--- src/rtl/maze_carver_grid_if.sv ---
// Control/status bundle between the maze carver and its consumers (renderer, player logic).
// The optional step input exists only when MAZE_CARVER_STEP_EN is defined.
interface maze_carver_grid_if #(
    parameter int MAZE_W = 16,
    parameter int MAZE_H = 16,
    parameter int XW     = ($clog2(MAZE_W) > 1) ? $clog2(MAZE_W) : 1,
    parameter int YW     = ($clog2(MAZE_H) > 1) ? $clog2(MAZE_H) : 1,
    parameter int SLW    = $clog2(((MAZE_W + 1) / 2) * ((MAZE_H + 1) / 2) + 1)
);
    logic                       start;
    logic [XW-1:0]              start_x;
    logic [YW-1:0]              start_y;
    logic                       busy;
    logic                       done;
    logic [MAZE_W*MAZE_H-1:0]   maze_data;
    logic [XW-1:0]              curr_x;
    logic [YW-1:0]              curr_y;
    logic [SLW-1:0]             stack_level;
`ifdef MAZE_CARVER_STEP_EN
    logic                       step;

    modport master (output start, start_x, start_y, step,
                    input  busy, done, maze_data, curr_x, curr_y, stack_level);
    modport slave  (input  start, start_x, start_y, step,
                    output busy, done, maze_data, curr_x, curr_y, stack_level);
`else
    modport master (output start, start_x, start_y,
                    input  busy, done, maze_data, curr_x, curr_y, stack_level);
    modport slave  (input  start, start_x, start_y,
                    output busy, done, maze_data, curr_x, curr_y, stack_level);
`endif
endinterface

--- src/rtl/maze_carver_grid.sv ---
// Randomised depth-first (recursive-backtracker) maze generator for a MAZE_W x MAZE_H bitmap.
// Define MAZE_CARVER_STEP_EN to gate RUN actions with bus.step for animated carving.
module maze_carver_grid #(
    parameter int          MAZE_W    = 16,
    parameter int          MAZE_H    = 16,
    parameter logic [15:0] LFSR_SEED = 16'hACE1,
    parameter int          XW        = ($clog2(MAZE_W) > 1) ? $clog2(MAZE_W) : 1,
    parameter int          YW        = ($clog2(MAZE_H) > 1) ? $clog2(MAZE_H) : 1
) (
    input  logic              clk,
    input  logic              rst,
    maze_carver_grid_if.slave bus
);
    localparam int          CW    = (MAZE_W + 1) / 2;
    localparam int          CH    = (MAZE_H + 1) / 2;
    localparam int          N     = CW * CH;
    localparam int          NT    = MAZE_W * MAZE_H;
    localparam int          SLW   = $clog2(N + 1);
    localparam int          SAW   = (N > 1) ? $clog2(N) : 1;
    localparam int          IW    = (NT > 1) ? $clog2(NT) : 1;
    localparam logic [15:0] SEED  = (LFSR_SEED == 16'h0000) ? 16'h0001 : LFSR_SEED;
    localparam logic [XW:0] X_MAX = (XW + 1)'(MAZE_W - 1);
    localparam logic [YW:0] Y_MAX = (YW + 1)'(MAZE_H - 1);
    localparam logic [XW:0] X_ONE = (XW + 1)'(1);
    localparam logic [XW:0] X_TWO = (XW + 1)'(2);
    localparam logic [YW:0] Y_ONE = (YW + 1)'(1);
    localparam logic [YW:0] Y_TWO = (YW + 1)'(2);

    typedef enum logic [1:0] {S_IDLE, S_CLEAR, S_RUN, S_DONE} state_t;

    state_t               state, state_nxt;
    logic [15:0]          lfsr;
    logic [NT-1:0]        maze_data;
    logic [XW-1:0]        curr_x;
    logic [YW-1:0]        curr_y;
    logic [SLW-1:0]       stack_level;
    logic [SLW-1:0]       pop_level;
    logic [XW+YW-1:0]     stack_mem [2**SAW];
    logic [XW:0]          tx [4];
    logic [XW:0]          wx [4];
    logic [YW:0]          ty [4];
    logic [YW:0]          wy [4];
    logic [3:0]           dir_ok;
    logic                 found;
    logic [1:0]           dir_sel;
    logic [1:0]           cand;
    logic                 act;

    function automatic logic [IW-1:0] tile_idx(input logic [XW:0] x, input logic [YW:0] y);
        return IW'(int'(x) + MAZE_W * int'(y));
    endfunction

`ifdef MAZE_CARVER_STEP_EN
    assign act = bus.step;
`else
    assign act = 1'b1;
`endif

    // Fibonacci LFSR, taps 16,14,13,11; free-running in every state
    always_ff @(posedge clk) begin
        if (rst)
            lfsr <= SEED;
        else
            lfsr <= {lfsr[14:0], lfsr[15] ^ lfsr[13] ^ lfsr[12] ^ lfsr[10]};
    end

    // Targets and walls use one extra bit so x-2 / y-2 underflow lands out of bounds
    always_comb begin
        tx[0] = {1'b0, curr_x};
        ty[0] = {1'b0, curr_y} - Y_TWO;
        wx[0] = {1'b0, curr_x};
        wy[0] = {1'b0, curr_y} - Y_ONE;
        tx[1] = {1'b0, curr_x} + X_TWO;
        ty[1] = {1'b0, curr_y};
        wx[1] = {1'b0, curr_x} + X_ONE;
        wy[1] = {1'b0, curr_y};
        tx[2] = {1'b0, curr_x};
        ty[2] = {1'b0, curr_y} + Y_TWO;
        wx[2] = {1'b0, curr_x};
        wy[2] = {1'b0, curr_y} + Y_ONE;
        tx[3] = {1'b0, curr_x} - X_TWO;
        ty[3] = {1'b0, curr_y};
        wx[3] = {1'b0, curr_x} - X_ONE;
        wy[3] = {1'b0, curr_y};
        dir_ok = '0;
        for (int d = 0; d < 4; d++) begin
            if (tx[d] <= X_MAX && ty[d] <= Y_MAX)
                dir_ok[d] = ~maze_data[tile_idx(tx[d], ty[d])];
        end
        // Scan r+3 down to r so the earliest valid direction in r order wins
        found   = 1'b0;
        dir_sel = lfsr[1:0];
        cand    = '0;
        for (int k = 3; k >= 0; k--) begin
            cand = lfsr[1:0] + 2'(k);
            if (dir_ok[cand]) begin
                found   = 1'b1;
                dir_sel = cand;
            end
        end
    end

    always_ff @(posedge clk) begin
        if (rst)
            state <= S_IDLE;
        else
            state <= state_nxt;
    end

    always_comb begin
        state_nxt = state;
        case (state)
            S_IDLE, S_DONE: if (bus.start) state_nxt = S_CLEAR;
            S_CLEAR:        state_nxt = S_RUN;
            S_RUN:          if (act && !found && stack_level == '0) state_nxt = S_DONE;
            default:        state_nxt = S_IDLE;
        endcase
    end

    assign pop_level = stack_level - 1'b1;

    always_ff @(posedge clk) begin
        if (rst) begin
            maze_data   <= '0;
            curr_x      <= '0;
            curr_y      <= '0;
            stack_level <= '0;
        end else begin
            case (state)
                S_IDLE, S_DONE: begin
                    if (bus.start) begin
                        curr_x <= bus.start_x & ~XW'(1);
                        curr_y <= bus.start_y & ~YW'(1);
                    end
                end
                S_CLEAR: begin
                    maze_data <= '0;
                    maze_data[tile_idx({1'b0, curr_x}, {1'b0, curr_y})] <= 1'b1;
                    stack_level <= '0;
                end
                S_RUN: begin
                    if (act && found) begin
                        maze_data[tile_idx(wx[dir_sel], wy[dir_sel])] <= 1'b1;
                        maze_data[tile_idx(tx[dir_sel], ty[dir_sel])] <= 1'b1;
                        curr_x      <= tx[dir_sel][XW-1:0];
                        curr_y      <= ty[dir_sel][YW-1:0];
                        stack_level <= stack_level + 1'b1;
                    end else if (act && stack_level != '0) begin
                        {curr_x, curr_y} <= stack_mem[pop_level[SAW-1:0]];
                        stack_level      <= pop_level;
                    end
                end
                default: ;
            endcase
        end
    end

    // Backtrack stack holds only data; occupancy lives in stack_level
    always_ff @(posedge clk) begin
        if (state == S_RUN && act && found)
            stack_mem[stack_level[SAW-1:0]] <= {curr_x, curr_y};
    end

    assign bus.busy        = (state == S_CLEAR) || (state == S_RUN);
    assign bus.done        = (state == S_DONE);
    assign bus.maze_data   = maze_data;
    assign bus.curr_x      = curr_x;
    assign bus.curr_y      = curr_y;
    assign bus.stack_level = stack_level;
endmodule
--- src/flat_wrapper.sv ---
// flat-port wrapper written by rule: the top's interface ports become plain ports
module maze_carver_grid_flat 
#(
    parameter int          MAZE_W    = 16,
    parameter int          MAZE_H    = 16,
    parameter logic [15:0] LFSR_SEED = 16'hACE1,
    parameter int          XW        = ($clog2(MAZE_W) > 1) ? $clog2(MAZE_W) : 1,
    parameter int          YW        = ($clog2(MAZE_H) > 1) ? $clog2(MAZE_H) : 1
)
  (clk, rst, bus_start, bus_start_x, bus_start_y, bus_busy, bus_done, bus_maze_data, bus_curr_x, bus_curr_y, bus_stack_level);
  maze_carver_grid_if #(.MAZE_W(MAZE_W), .MAZE_H(MAZE_H), .XW(XW), .YW(YW)) bus_i ();
  input  logic clk;
  input  logic rst;
  input wire logic [$bits(bus_i.start)-1:0] bus_start;
  input wire logic [$bits(bus_i.start_x)-1:0] bus_start_x;
  input wire logic [$bits(bus_i.start_y)-1:0] bus_start_y;
  output wire logic [$bits(bus_i.busy)-1:0] bus_busy;
  output wire logic [$bits(bus_i.done)-1:0] bus_done;
  output wire logic [$bits(bus_i.maze_data)-1:0] bus_maze_data;
  output wire logic [$bits(bus_i.curr_x)-1:0] bus_curr_x;
  output wire logic [$bits(bus_i.curr_y)-1:0] bus_curr_y;
  output wire logic [$bits(bus_i.stack_level)-1:0] bus_stack_level;
  assign bus_i.start = bus_start;
  assign bus_i.start_x = bus_start_x;
  assign bus_i.start_y = bus_start_y;
  assign bus_busy = bus_i.busy;
  assign bus_done = bus_i.done;
  assign bus_maze_data = bus_i.maze_data;
  assign bus_curr_x = bus_i.curr_x;
  assign bus_curr_y = bus_i.curr_y;
  assign bus_stack_level = bus_i.stack_level;
  maze_carver_grid #(.MAZE_W(MAZE_W), .MAZE_H(MAZE_H), .LFSR_SEED(LFSR_SEED), .XW(XW), .YW(YW)) u_core (.clk(clk), .rst(rst), .bus(bus_i));
endmodule
--- config.mk ---
export PLATFORM = sky130hd
export DESIGN_NAME = maze_carver_grid_flat
export DESIGN_NICKNAME = d
export VERILOG_FILES = /design/src/rtl/maze_carver_grid_if.sv /design/src/rtl/maze_carver_grid.sv /design/src/flat_wrapper.sv
export SDC_FILE = /design/constraint.sdc
export NUM_CORES = 2
export LEC_CHECK = 0
export CAP_MARGIN = 10
export CORE_MARGIN = 2
export CORE_UTILIZATION = 60
export CTS_CLUSTER_SIZE = 8
export DETAILED_ROUTE_END_ITERATION = 6
export GPL_TIMING_DRIVEN = 0
export PLACE_DENSITY = 0.9
export SYNTH_ARGS = -nofsm -noshare
export SYNTH_HDL_FRONTEND = slang
export SYNTH_SLANG_ARGS = --single-unit
--- constraint.sdc ---
create_clock -name clk -period 8.46 [get_ports clk]
set_input_delay 1.692 -clock clk [delete_from_list [all_inputs] [get_ports clk]]
set_output_delay 1.692 -clock clk [all_outputs]
set_load 0.02 [all_outputs]
==> run summary, run 1 <==
The run stopped with a tool error. It got as far as global routing (5_1_grt) and failed there. The tool reported: "[ERROR GRT-0116] Global routing finished with congestion. Check the congestion regions in the DRC Viewer".

The overall die width is 276.5 um. The synthesized net count is 4,168. The number of global-route vias before repair came out at 52.10k. The global placement routability congestion came out at 1.234.

The maximum number of pins on one net before global-route repair came out at 65. The clock tree synthesis step divided the H-tree into 3 levels. The total grt overflow came out at 147. The total number of clock tree sinks came out at 801. The initial core utilization came out at 0.6084. In this run the mean area of a mapped cell was 10.79 um^2. The row count came out at 99. The first global-routing pass estimated 427,300 um of wire. The sequential cell area fraction in the yosys report came out at 0.4751. The root buffer cell chosen for the clock tree is sky130_fd_sc_hd__clkbuf_16.

By count the netlist is led by 512 x sky130_fd_sc_hd__edfxtp_1, 379 x sky130_fd_sc_hd__nor2_1, 373 x sky130_fd_sc_hd__clkbuf_1. Counting flops with a built-in enable in the synthesized netlist gives 512. The post-synthesis instance total came out at 4,126.

sky130_fd_sc_hd__edfxtp_1 takes more of the synthesized area than any other cell. The count of input and output buffers came out at 280. The global router's overall resource usage came out at 0.8027.

In the synthesized netlist the dominant register cell turns out to be sky130_fd_sc_hd__edfxtp_1. The cell area after synthesis came out at 44,540 um^2. The area share of the leading cell type in the synthesized netlist came out at 0.3452. The height of the die came out at 276.5 um. The number of CTS-inserted buffers came out at 110.

The most common cell in the synthesized netlist is sky130_fd_sc_hd__edfxtp_1. Sorting the synthesized cells by area gives the leading types as sky130_fd_sc_hd__edfxtp_1 35%, sky130_fd_sc_hd__dfxtp_1 13%, sky130_fd_sc_hd__mux4_2 12%, sky130_fd_sc_hd__a21oi_1 3.3%, sky130_fd_sc_hd__nor2_1 3.2%. In this run the count of I/O pins placed on the die edge is 284. The netlist uses 86 different library cells. The share of synthesized registers carrying an async set or reset came out at 0.

The number of flip-flops and latches in the synthesized netlist is 801. The synthesis warning total is 0. The post-detailed-placement half-perimeter wirelength is 181,500 um. In this run the deepest clock path goes through 3 buffers.
## cells by family after synthesis
group,after synthesis,share of synthesized area
xor+xnor,27,0.005478
simple gates,1098,0.1169
mux,389,0.1548
compound gates,1292,0.1922
flops,801,0.4751
fa+ha+maj,31,0.008709
buf+inv,488,0.04680
## metrics by stage
step / setup slack (ns) / instances / utilization / instance area (um^2) / hold slack, ns
floorplan: 0.6008 / 4126 / - / 44540 / 0.3895
global placement: -5.515 / 5365 / 0.6631 / 48540 / 0.3921
detailed placement: -3.632 / 5418 / 0.6733 / 49290 / 0.3952
CTS: 0.004678 / 5612 / 0.7264 / 53180 / 0.4290
## metal layers
metal  overflow  track usage
met5          0       0.4065
met4         56       0.7454
met3          1       0.7081
met2         88       0.9202
met1          2       0.8225
## repair_timing
action	in CTS
endpoints found under the setup margin	785
pin swaps	15
buffers inserted	22
hold endpoints to repair	0
gates resized for setup	121
hold buffers	0
==> run 2, diff against run 1 <==
- CORE_UTILIZATION: 60 -> 40
- CTS_CLUSTER_SIZE: 8 -> default
- PLACE_DENSITY: 0.9 -> default
- PLACE_DENSITY_LB_ADDON: default -> 0.15
==> run summary, run 2 <==
The flow ran to the end, but the final reports show violations. The number of CTS-inserted buffers is 88 (-20%). In the synthesized netlist the dominant register cell turns out to be sky130_fd_sc_hd__edfxtp_1. The register with the most flip-flops in the layout has 512 of them.

The DRC violation count after routing is 4. In the layout the commonest cells are 512 x sky130_fd_sc_hd__edfxtp_1, 372 x sky130_fd_sc_hd__nor2_1, 325 x sky130_fd_sc_hd__clkbuf_1, 292 x sky130_fd_sc_hd__a21oi_1, 281 x sky130_fd_sc_hd__dfxtp_1. The buffer levels on the longest clock path is 3 (unchanged). The DRC marker count from the first detailed-route iteration is 7,423. The maximum number of pins on one net before global-route repair came out at 75. The reported max-cap violation count is 2.

The area occupied by multi-input gates is 22,130 um^2. TritonCTS built the clock tree. The depth of the most critical reg-to-reg path is 26. The clock insertion delay at the later pin of the skew report came out at 0.75 ns. The detailed route wirelength on metal2 is 107,400 um. The I/O pin total came to 284 (unchanged). The initial core utilization came out at 0.4030 (-0.2054). The sequential cell area fraction in the yosys report came out at 0.4751 (unchanged). The number of global-route vias before repair was 40.64k. The most common cell after layout, fill and taps aside is sky130_fd_sc_hd__edfxtp_1.

The number of hold violations in the final report came out at 0. The number of enable-type register cells in the synthesized netlist was 512 (unchanged). The final setup violation count came out at 143. The share of synthesized registers carrying an async set or reset is 0 (unchanged). The area growth from synthesis to layout is 21.54%. The worst hold path depth is 1. The worst setup path is launched from a register. The floorplan step defined a die boundary enclosing 114,000 um^2. The class of the worst hold path is register to register. The met3 wire length is 33,670 um. The footprint of the flip-flops and latches is 21,180 um^2.

The category of the worst setup path capture point is a register. The number of filler cells placed in the layout came out at 10.29k. The number of flip-flops and latches in the synthesized netlist came out at 801 (unchanged). The synthesized design spends more area on one cell type than any other, namely sky130_fd_sc_hd__edfxtp_1. The global placement routability congestion came to 1.157 (-6.3%). The headroom to the max-slew limit is 0.002529. The synthesis warning total came to 0 (unchanged). The worst setup margin came out at -0.1914 ns. The total number of clock tree sinks was 801 (unchanged). Across the routed clock network, the largest skew measured is 0.08417 ns. The shortest period the worst path allows is 8.651 ns. The count of final max-slew check failures came to 0. The overall die width came out at 337.7 um (+22%). The post-synthesis instance total is 4,126 (unchanged). Using the TritonRoute via totals, the vias-per-cell ratio works out to 7.136. The total grt overflow is 0. For the worst setup path, the data arrival time is 9.22 ns. The number of antenna violations at the first check in global routing is 26. The CTS H-tree depth is 3 (unchanged). Sorting the synthesized cells by how often they occur yields 512 x sky130_fd_sc_hd__edfxtp_1, 379 x sky130_fd_sc_hd__nor2_1, 373 x sky130_fd_sc_hd__clkbuf_1. The post-place setup slack is -3.315 ns (+0.3167 ns). Routed signal wires occupy layers up through met5.

The detailed-router iteration count before antenna repair is 7. The number of buffers inserted by hold repair at cts is 0 (unchanged). The period utilization is 1.023. In the final routed layout, each cell accounts on average for 41.77 um. The final-stage net count is 4,638. The synthesized area divided by synthesized cell count was 10.79 um^2 (unchanged). The row count was 122 (+23%). The routed wire length is 258,000 um.

The clock-pin slew of the registers on the worst-case setup and hold paths is 0.06 ns. The checks that failed: DRC, capacitance limit, setup timing. The count of input and output buffers is 280 (unchanged).

The post-detailed-placement half-perimeter wirelength is 192,200 um (+5.8%). The number of cells in the finished layout apart from fillers came out at 6,177. The worst-margin pin slew came out at 1.496 ns. The height of the die is 337.7 um (+22%). The aggregate negative setup slack came out at -7.956 ns. The routed via count is 44.08k. The required time of the worst setup path came out at 9.03 ns. The timing-limited maximum frequency is 115.6 MHz.

CTS placed an instance of sky130_fd_sc_hd__clkbuf_16 at the clock tree root. The area share of the leading cell type in the synthesized netlist was 0.3452 (unchanged). The worst hold-check slack came out at 0.4016 ns. The ratio of cells with drive above 1 in the final layout came out at 0.1660.

The maximum net fanout on the critical path came out at 36. By instance count, the leading cell after synthesis is sky130_fd_sc_hd__edfxtp_1. The total core area is 110,500 um^2. The post-route met1 wirelength came out at 90,830 um. The count of distinct cell types in the synthesized netlist is 86 (unchanged).

After synthesis, the cell types taking the most area are sky130_fd_sc_hd__edfxtp_1 35%, sky130_fd_sc_hd__dfxtp_1 13%, sky130_fd_sc_hd__mux4_2 12%, sky130_fd_sc_hd__a21oi_1 3.3%, sky130_fd_sc_hd__nor2_1 3.2%. The first global-routing pass estimated 344,400 um of wire. The synthesized net count came to 4,168 (unchanged).

Setup repair after global routing left no endpoint under its margin. The kind of critical path is register to register. The global router's overall resource usage is 0.4435. The number of nets with antenna violations after detailed routing is 0. The number of placed cells counting well taps is 5,964 (+10%).

The cell area after synthesis came to 44,540 um^2 (unchanged).
## run 2: cell counts after synthesis
No cell type changed its count.
## run 2: path summary, 6_finish.rpt
path,to,start,slack (ns)
setup reg to reg,u_core.bus.maze_data[165],u_core.bus.curr_x[0],-0.19
setup / recovery,u_core.bus.maze_data[165],u_core.bus.curr_x[0],-0.19
hold reg to reg,u_core.lfsr[5],u_core.lfsr[4],0.40
hold / removal,u_core.lfsr[5],u_core.lfsr[4],0.40
## run 2: what timing repair did
action,CTS,global route
pin swaps,17,6
hold endpoints to repair,0,0
resized for setup,127,58
setup endpoints to repair,785,256
buffers inserted,25,9
## run 2: logic make-up (layout without fill, tap and decap cells)
family / count (synthesis) / count (layout) / share of synthesized area
AO/OA/AOI/OAI: 1292 / 1292 / 0.1922
AND/OR/NAND/NOR: 1098 / 1098 / 0.1169
flip-flops: 801 / 801 / 0.4751
buffers and inverters: 488 / 1032 / 0.04680
multiplexers: 389 / 389 / 0.1548
adder cells (fa/ha/maj): 31 / 31 / 0.008709
XOR/XNOR: 27 / 27 / 0.005478
other: 0 / 19 / 0
## run 2: metrics by stage
step,util,cell area [um^2]
5_1_grt,0.4894,54090
4_1_cts,0.4871,53830
3_3_place_gp,0.4452,49200
2_1_floorplan,-,44540
6_report,0.4898,54130
3_5_place_dp,0.4546,50240
## run 2: worst max-delay path, cell delays in order, from the launching register on
cell                       delay, ns
sky130_fd_sc_hd__dfxtp_4        0.62
sky130_fd_sc_hd__buf_12         0.25
sky130_fd_sc_hd__buf_6          0.26
sky130_fd_sc_hd__buf_8          0.23
sky130_fd_sc_hd__buf_8          0.24
sky130_fd_sc_hd__buf_6          0.34
sky130_fd_sc_hd__buf_4          0.37
sky130_fd_sc_hd__buf_4          0.38
sky130_fd_sc_hd__mux2i_1        0.61
sky130_fd_sc_hd__o221ai_1       0.22
sky130_fd_sc_hd__a31o_2         0.30
sky130_fd_sc_hd__o221ai_1       0.43
sky130_fd_sc_hd__o211ai_1       0.24
sky130_fd_sc_hd__o22a_1         0.26
sky130_fd_sc_hd__or3_4          0.36
sky130_fd_sc_hd__o211ai_1       0.17
sky130_fd_sc_hd__or2_1          0.23
sky130_fd_sc_hd__buf_4          0.21
sky130_fd_sc_hd__buf_4          0.20
sky130_fd_sc_hd__a21oi_1        0.06
sky130_fd_sc_hd__ha_1           0.23
sky130_fd_sc_hd__ha_1           0.23
sky130_fd_sc_hd__xnor2_1        0.30
sky130_fd_sc_hd__nor2_4         0.49
sky130_fd_sc_hd__clkbuf_1       0.68
sky130_fd_sc_hd__nand3_1        0.20
sky130_fd_sc_hd__a31oi_1        0.25
## run 2: area by class of cell
class,count,area share
Antenna cell,19,0.0008783
Sequential cell,801,0.3913
Multi-Input combinational cell,2837,0.4088
Clock inverter,45,0.008899
Buffer,458,0.03911
Timing Repair Buffer,389,0.07050
Tap cell,1488,0.03439
Inverter,21,0.001549
Clock buffer,119,0.04452
## run 2: routing by layer
| metal | vias up | track usage |
|---|---|---|
| met3 | 1127 | 0.1605 |
| li1 | 17300 | - |
| met4 | 12 | 0.3485 |
| met2 | 3906 | 0.6429 |
| met1 | 21730 | 0.5331 |
| met5 | - | 0.001702 |
Power of run 2 is not shown: default switching activity piles up to over one toggle a cycle in this logic, so the estimate is an artifact.
